## config.mk

```make
export PLATFORM = sky130hd
export DESIGN_NAME = uart_tx_scheduler
export DESIGN_NICKNAME = d
export VERILOG_FILES = /design/src/rtl/uart_tx_scheduler.sv
export SDC_FILE = /design/constraint.sdc
export NUM_CORES = 1
export LEC_CHECK = 0
export ABC_CLOCK_PERIOD_IN_PS = 19200
export CAP_MARGIN = 30
export CORE_AREA = 2 2 405 407
export CTS_BUF_LIST = sky130_fd_sc_hd__clkbuf_4 sky130_fd_sc_hd__clkbuf_8
export DETAILED_ROUTE_END_ITERATION = 8
export DIE_AREA = 0 0 407 409
export DONT_BUFFER_PORTS = 1
export HOLD_SLACK_MARGIN = 0.02
export PLACE_DENSITY_LB_ADDON = 0.08
export RECOVER_POWER = 50
export SYNTH_ARGS = -nofsm -noshare
export SYNTH_HDL_FRONTEND = slang
export SYNTH_SLANG_ARGS = --single-unit
```

## constraint.sdc

```tcl
create_clock -name clk -period 19.2 [get_ports clk]
set_clock_uncertainty 0.15 [all_clocks]
set_input_delay 3.84 -clock clk [delete_from_list [all_inputs] [get_ports clk]]
set_output_delay 3.84 -clock clk [all_outputs]
set_load 0.01 [all_outputs]
```

## src/rtl/uart_tx_scheduler.sv

```systemverilog
// uart_tx_scheduler
//   Shares one UART transmitter between NUM_SRC array producers. A round-robin
//   arbiter picks a requesting source, its array is copied into a local frame
//   buffer, and the UART is fed one byte at a time:
//   SYNC, HEADER, payload (element DEPTH-1 first, MSB byte first), CHECKSUM.
module uart_tx_scheduler #(
    parameter int         WIDTH     = 32,
    parameter int         DEPTH     = 8,
    parameter int         NUM_SRC   = 4,
    parameter logic [7:0] SYNC_BYTE = 8'hA5
) (
    input  logic                       clk,
    input  logic                       rst,
    input  logic [NUM_SRC-1:0]         src_valid,
    input  logic [WIDTH-1:0]           src_data [NUM_SRC][DEPTH],
    output logic [NUM_SRC-1:0]         src_ready,
    input  logic                       tx_busy,
    output logic                       tx_start,
    output logic [7:0]                 byte_out,
    output logic                       frame_busy,
    output logic [$clog2(NUM_SRC)-1:0] active_src
);

    localparam int SW    = $clog2(NUM_SRC);
    localparam int N     = DEPTH * WIDTH / 8;
    localparam int FBITS = DEPTH * WIDTH;
    localparam int CW    = $clog2(N + 4);

    // Byte counter values: 0 = SYNC, 1 = HEADER, 2..N+1 = payload, N+2 = CHECKSUM
    localparam logic [CW-1:0] CNT_SYNC = '0;
    localparam logic [CW-1:0] CNT_HDR  = CW'(1);
    localparam logic [CW-1:0] CNT_CHK  = CW'(N + 2);
    localparam logic [CW-1:0] CNT_END  = CW'(N + 3);

    typedef enum logic [2:0] {IDLE, LOAD, SEND, WAIT_HI, WAIT_LO, DONE} state_t;

    state_t           r_state;
    state_t           w_next;
    logic [SW-1:0]    r_rr_ptr;
    logic [CW-1:0]    r_cnt;
    logic [7:0]       r_chk;
    logic [FBITS-1:0] r_frame;
    logic             w_found;
    logic [SW-1:0]    w_win;
    logic             w_accept;
    logic             w_payload;
    logic [7:0]       w_header;
    logic [7:0]       w_frame_top;

    // Source index base+off, wrapping at NUM_SRC
    function automatic logic [SW-1:0] wrap_inc(input logic [SW-1:0] base, input int off);
        int sum;
        sum = int'(base) + off;
        if (sum >= NUM_SRC) sum = sum - NUM_SRC;
        return SW'(sum);
    endfunction

    assign w_accept    = (r_state == IDLE) && w_found && !rst;
    assign w_payload   = (r_cnt > CNT_HDR) && (r_cnt < CNT_CHK);
    assign w_header    = {{(8 - SW){1'b0}}, active_src};
    assign w_frame_top = r_frame[FBITS-1 -: 8];

    // Round-robin search from r_rr_ptr upward, wrapping; first requester wins
    always_comb begin
        // NOTE: every always_comb output is given a default first, so no path leaves it unassigned and no latch is inferred.
        w_found = 1'b0;
        w_win   = '0;
        for (int i = 0; i < NUM_SRC; i++) begin
            if (!w_found && src_valid[wrap_inc(r_rr_ptr, i)]) begin
                w_found = 1'b1;
                w_win   = wrap_inc(r_rr_ptr, i);
            end
        end
    end

    // Next-state decode and the combinational handshake outputs
    always_comb begin
        w_next    = r_state;
        src_ready = '0;
        tx_start  = 1'b0;
        case (r_state)
            IDLE: begin
                if (w_accept) begin
                    src_ready[w_win] = 1'b1;
                    w_next           = LOAD;
                end
            end
            LOAD:    w_next = SEND;
            SEND: begin
                if (!tx_busy) begin
                    tx_start = 1'b1;
                    w_next   = WAIT_HI;
                end
            end
            WAIT_HI: if (tx_busy) w_next = WAIT_LO;
            WAIT_LO: if (!tx_busy) w_next = (r_cnt == CNT_END) ? DONE : LOAD;
            DONE:    w_next = IDLE;
            default: w_next = IDLE;
        endcase
    end

    // State register, byte sequencing and checksum; reset aborts any frame in flight
    always_ff @(posedge clk) begin
        // NOTE: sequential state uses <= so every register sees the values from before the edge.
        if (rst) begin
            r_state    <= IDLE;
            r_rr_ptr   <= '0;
            r_cnt      <= '0;
            r_chk      <= '0;
            byte_out   <= '0;
            frame_busy <= 1'b0;
            active_src <= '0;
        end else begin
            r_state <= w_next;
            case (r_state)
                IDLE: begin
                    if (w_accept) begin
                        active_src <= w_win;
                        r_rr_ptr   <= wrap_inc(w_win, 1);
                        frame_busy <= 1'b1;
                        r_cnt      <= '0;
                        r_chk      <= '0;
                    end
                end
                LOAD: begin
                    r_cnt <= r_cnt + 1'b1;
                    if (r_cnt == CNT_SYNC) begin
                        byte_out <= SYNC_BYTE;
                    end else if (r_cnt == CNT_HDR) begin
                        byte_out <= w_header;
                        r_chk    <= r_chk ^ w_header;
                    end else if (r_cnt == CNT_CHK) begin
                        byte_out <= r_chk;
                    end else begin
                        byte_out <= w_frame_top;
                        r_chk    <= r_chk ^ w_frame_top;
                    end
                end
                DONE:    frame_busy <= 1'b0;
                default: ;
            endcase
        end
    end

    // Frame buffer: capture the winner's array on accept, shift out one byte per payload load
    always_ff @(posedge clk) begin
        // NOTE: the frame buffer holds data only and is not reset; it is always written on accept before any byte is read.
        if (w_accept) begin
            for (int e = 0; e < DEPTH; e++) begin
                r_frame[e*WIDTH +: WIDTH] <= src_data[w_win][e];
            end
        end else if (r_state == LOAD && w_payload) begin
            r_frame <= r_frame << 8;
        end
    end

endmodule
```

Word-level counts from Yosys, hierarchy flattened
Index checks and enable logic that the tools add are counted.
- reduce and logical (&&, ||, !) cells: 22
- order comparisons: 14
- $add $sub $neg: 10
- multiplexer cells: 50
- bitwise operators: 3
- eq/ne operators: 14
- operator list (cell ; count):
    $mux W256 ; 4
    $bmux W256 S2 ; 1
    $mux W8 ; 7
    $mux W2 ; 9
    $pmux W8 S2 ; 1
    $ge A3 B3 Y1 const B ; 5
    $lt A2 B3 Y1 const B ; 5
    $mux W3 ; 5
    $pmux W3 S5 ; 1
    $eq A6 B6 Y1 const B ; 2
    $mux W1 ; 12
    $pmux W6 S2 ; 1
    $ne A2 B2 Y1 const B ; 5
    $sub A2 B1 Y2 const B ; 5
    $bmux W1 S2 ; 4
    $logic_and A1 B1 Y1 ; 8
    $mux W4 ; 2
    $reduce_and A4 Y1 ; 2
    $xor A8 B2 Y8 ; 1
    $xor A8 B8 Y8 ; 1
    $add A2 B1 Y3 const B ; 2
    $add A2 B2 Y3 const B ; 2
    $add A6 B1 Y6 const B ; 1
    $eq A3 B2 Y1 const B ; 2
    17 further kinds ; 25
- input port bits: 1031
- register bits: 286

Longest topological paths before layout
- word-level depth: 20
- gate-level depth with buffers: 9

Least setup slack after synthesis
No wires, ideal clock.
- path type: register -> register
- start: reg r_state[2]
- end: reg r_frame[0], enable pin
- period minus slack after synthesis: 20.478 ns
- cell stages (with the launch flop): 6
- arrival time: 19.100 ns
- data required time: 17.823 ns
- slack: -1.278 ns
- cells stage by stage: dfxtp_1 -> or3b_1 -> clkbuf_1 -> a21oi_1 -> nand2_1 -> o21ai_0
- cells in the longest elaborated chain, start to end: 4
- elaborated cells between the ends (all ways): 6
- ends and longest elaborated chain (item ; line ; RTL):
    start: declaration ; 37 ; state_t r_state;
    start signal: assignment ; 114 ; r_state <= w_next;
    $logic_not A3 Y1 ; 58 ; assign w_accept = (r_state == IDLE) && w_found && !rst;
    $logic_and A1 B1 Y1 (2 in a row) ; 58 ;
    $reduce_bool A2 Y1 (no source line) (*) ; - ;
    end signal: indexed assignment ; 150 ; r_frame[e*WIDTH +: WIDTH] <= src_data[w_win][e];
    end signal: assignment ; 153 ; r_frame <= r_frame << 8;
    end: declaration ; 42 ; logic [FBITS-1:0] r_frame;
Mark *: on every way between the ends. The rest lies on a longest branch, timed or not.
A chain may end at the register's enable or synchronous reset.

Worst setup path in the final report
- start: in src_valid[2]
- end: reg r_frame[143], enable pin
- cells in the longest elaborated chain, start to end: 15
- elaborated cells between the ends (all ways): 21
- ends and longest elaborated chain (item ; line ; RTL):
    start: declaration ; 14 ; input logic [NUM_SRC-1:0] src_valid,
    $bmux W1 S2 ; 69 ; if (!w_found && src_valid[wrap_inc(r_rr_ptr, i)]) begin
    $mux W1 (implied by the code) ; 69 ;
    $mux W1 ; 69 ;
    $logic_not A1 Y1 ; 69 ;
    $logic_and A1 B1 Y1 ; 69 ;
    $mux W1 ; 69 ;
    $logic_not A1 Y1 ; 69 ;
    $logic_and A1 B1 Y1 ; 69 ;
    $mux W1 ; 69 ;
    $logic_not A1 Y1 ; 69 ;
    $logic_and A1 B1 Y1 ; 69 ;
    $mux W1 (*) ; 69 ;
    $logic_and A1 B1 Y1 (*) (2 in a row) ; 58 ;
    $reduce_bool A2 Y1 (no source line) (*) ; - ;
Mark *: on every way between the ends. The rest lies on a longest branch, timed or not. The select of a mux whose other input is x is not followed.

==> impl_metrics.env <==
export IMPL_outcome="complete, but fails checks"
export IMPL_violations="max-capacitance violations, max-slew violations"
export IMPL_slew_headroom=-1.46
export IMPL_drtPass1Iterations=5
export IMPL_grt_first_pass_wirelength_um=138000
export IMPL_detailed_place_hpwl_um=83400
export IMPL_ff2ff_path_depth=7
export IMPL_highest_layer="met5"
export IMPL_final_layout_size_suffix_gt1_frac=0.0849
export IMPL_wl_met3_um=6380
export IMPL_coreArea_sq_um=162000
export IMPL_syn_num_nets=2686
export IMPL_setup_violations_final=0
export IMPL_cpMaxStageDelayCell="clkbuf_1"
export IMPL_drt_iter0_drc=688
export IMPL_wl_per_cell_um=27.7
export IMPL_fin_ws_ns=8.12
export IMPL_antenna_found_initial=37
export IMPL_wirelength_um=106000
export IMPL_crit_cells=7
export IMPL_synthArstFlopShare=0
export IMPL_finalHoldViolations=0
export IMPL_fin_crit_ns=11.08
export IMPL_dr_wl_met2_um=55600
export IMPL_vias=14600
export IMPL_die_y_um=409
export IMPL_tightestPinTransition_ns=3.69
export IMPL_netlist_instances=1647
export IMPL_critical_path_top_delay_family="buffers and inverters"
export IMPL_syn2layout_area_growth_pct=18.2
export IMPL_slew_viol_final=305
export IMPL_critPathKind="input pin to register"
export IMPL_synth_distinct_cells=54
export IMPL_numCtsBuffers=67
export IMPL_clk_latency_ns=0.74
export IMPL_cts_sink_count=286
export IMPL_grt_max_degree=152
export IMPL_grt_ovfl_total=0
export IMPL_die_w_um=407
export IMPL_avgSynthCellArea_sq_um=11.4
export IMPL_cp_buffers_inverters=3
export IMPL_r2r_slack_ns=9.61
export IMPL_critPathArrivalTime_ns=11.27
export IMPL_p_total_mw=2.39
export IMPL_dieArea_sq_um=166000
export IMPL_combPwrFrac=0.307
export IMPL_fmax_mhz=90.3
export IMPL_grt_use_total=0.121
export IMPL_start_kind="input pin"
export IMPL_met1_length_um=40800
export IMPL_rsz0062_at_grt="false"
export IMPL_synth_edff_count=256
export IMPL_max_cap_violations=7
export IMPL_end_kind="register"
export IMPL_nNetsFinal=2631
export IMPL_ant_nets=0
export IMPL_cts_resized=0
export IMPL_io_pin_count=1047
export IMPL_p_sw_frac=0.364
export IMPL_seqPwrFrac=0.379
export IMPL_final_setup_tns_ns=0
export IMPL_buffer_ports_inserted=0
export IMPL_hold_depth=1
export IMPL_cts_tree="built"
export IMPL_crit_path_cell_trace="nor4_1, nor3_1, nand2_1, o21ai_0, clkbuf_1, clkbuf_1, buf_4"
export IMPL_power_density_nw_per_um2=108
export IMPL_synth_top_flop_cell="edfxtp_1"
export IMPL_h_tree_depth=3
export IMPL_required_ns=19.39
export IMPL_p_int_mw=1.52
export IMPL_start_util=0.115
export IMPL_cp_max_fo=63
export IMPL_drc=0
export IMPL_rows=148
export IMPL_viasPerCell=3.82
export IMPL_ys_seq_elements=286
export IMPL_cts_root_buf="clkbuf_8"
export IMPL_place_congestion=0.769
export IMPL_pre_cts_slack_ns=9.30
export IMPL_hold_worst_slack_ns=0.329
export IMPL_min_period_over_period=0.577
export IMPL_path_common_cell="clkbuf_1"
export IMPL_peakVddDrop_v=0.0000605
export IMPL_hp_class="register to register"
export IMPL_power_net_switching_uw=871
export IMPL_first_global_vias=16200
export IMPL_critPathMaxStageDelay_ns=2.00
export IMPL_post_cts_buffers=0
export IMPL_clockPowerShare=0.314
export IMPL_clkSlewWorstSetupHoldPaths_ns=0.06
export IMPL_p_leak_nw=8.99
export IMPL_ys_seq_area_frac=0.443
export IMPL_fin_util=0.136
export IMPL_ctsHoldBuffers=0
export IMPL_clock_path_buffers=3
export IMPL_synth_area_sq_um=18700
export IMPL_ys_warn_count=0
cell usage in the layout (no fill, tap or decap), types with 12 or more instances in the layout:
master and n:
clkbuf_4 25, buf_4 14, clkbuf_8 72, edfxtp_1 256, dfxtp_1 30, o221ai_1 248, o21ai_0 19, and3_1 12
mux2i_1 500, nand2_1 282, nor2_1 26
routing by layer:
metal  vias up  global-route usage
met5         -                   0
met4        16              0.0418
li1       6458                   -
met3       181              0.0273
met1      7172               0.135
met2       756               0.224
state kept, by name, indices dropped and copies added, names as in the netlist:
name	count
r_state	3
frame_busy	1
active_src	2
r_frame	256
r_chk	8
r_rr_ptr	2
byte_out	8
r_cnt	6
cell usage after synthesis, drive strengths merged (5+ instances only):
| master | count | share of area |
|---|---|---|
| buf | 114 | 0.045 |
| clkbuf | 38 | 0.0076 |
| mux2 | 6 | 0.0036 |
| ha | 8 | 0.0054 |
| and3 | 12 | 0.0040 |
| nand3 | 5 | 0.0013 |
| nor3 | 6 | 0.0016 |
| o221ai | 248 | 0.12 |
| inv | 8 | 0.0019 |
| o21ai | 19 | 0.0051 |
| dfxtp | 30 | 0.032 |
| mux2i | 500 | 0.27 |
| a21oi | 11 | 0.0029 |
| edfxtp | 256 | 0.41 |
| o211ai | 6 | 0.0024 |
| nand2 | 284 | 0.058 |
| a311oi | 10 | 0.0047 |
| and2 | 7 | 0.0023 |
| nor2 | 26 | 0.0052 |
| nor4 | 5 | 0.0020 |
| a211oi | 11 | 0.0044 |
path summary, 6_finish.rpt:
| path | to | start |
|---|---|---|
| worst max register to register | r_frame[143] | r_state[0] |
| worst min register to register | r_chk[2] | r_chk[2] |
| worst max-delay path | r_frame[143] | src_valid[2] |
| worst min-delay path | r_chk[2] | r_chk[2] |
cells by family after synthesis:
kind of cell    Yosys count  synth area share
mux                     506             0.271
simple gates            355            0.0788
compound gates          329             0.146
flops                   286             0.443
buf+inv                 161            0.0545
fa+ha+maj                 8           0.00535
xor+xnor                  2          0.000937
final cells by class:
cell class / count / area, sq um
Fill cell: 18300 / 140000
Multi-Input combinational cell: 1200 / 9410
Sequential cell: 286 / 8290
Tap cell: 2175 / 2720
Clock buffer: 97 / 1180
Timing Repair Buffer: 28 / 293
Clock inverter: 18 / 143
Inverter: 9 / 60.1
Antenna cell: 8 / 20.0
per-stage QoR:
| step | cell area, sq um | std cells |
|---|---|---|
| after global routing | 22100 | 3820 |
| after floorplan | 18700 | 1647 |
| final | 22100 | 3821 |
| after detailed placement | 20800 | 3696 |
| after global placement | 20700 | 3690 |
| after CTS | 22100 | 3811 |
power groups by stage:
stage                     registers (mW)  clock network, mW  logic (mW)
final                              0.907              0.753       0.734
after global routing               0.920              0.819       0.813
after CTS                          0.908              0.803       0.763
after detailed placement           0.918                  0       0.760
after global placement             0.920                  0       0.746
after floorplan                    0.916                  0       0.547
Note: power is estimated with default switching activity, not from simulation.
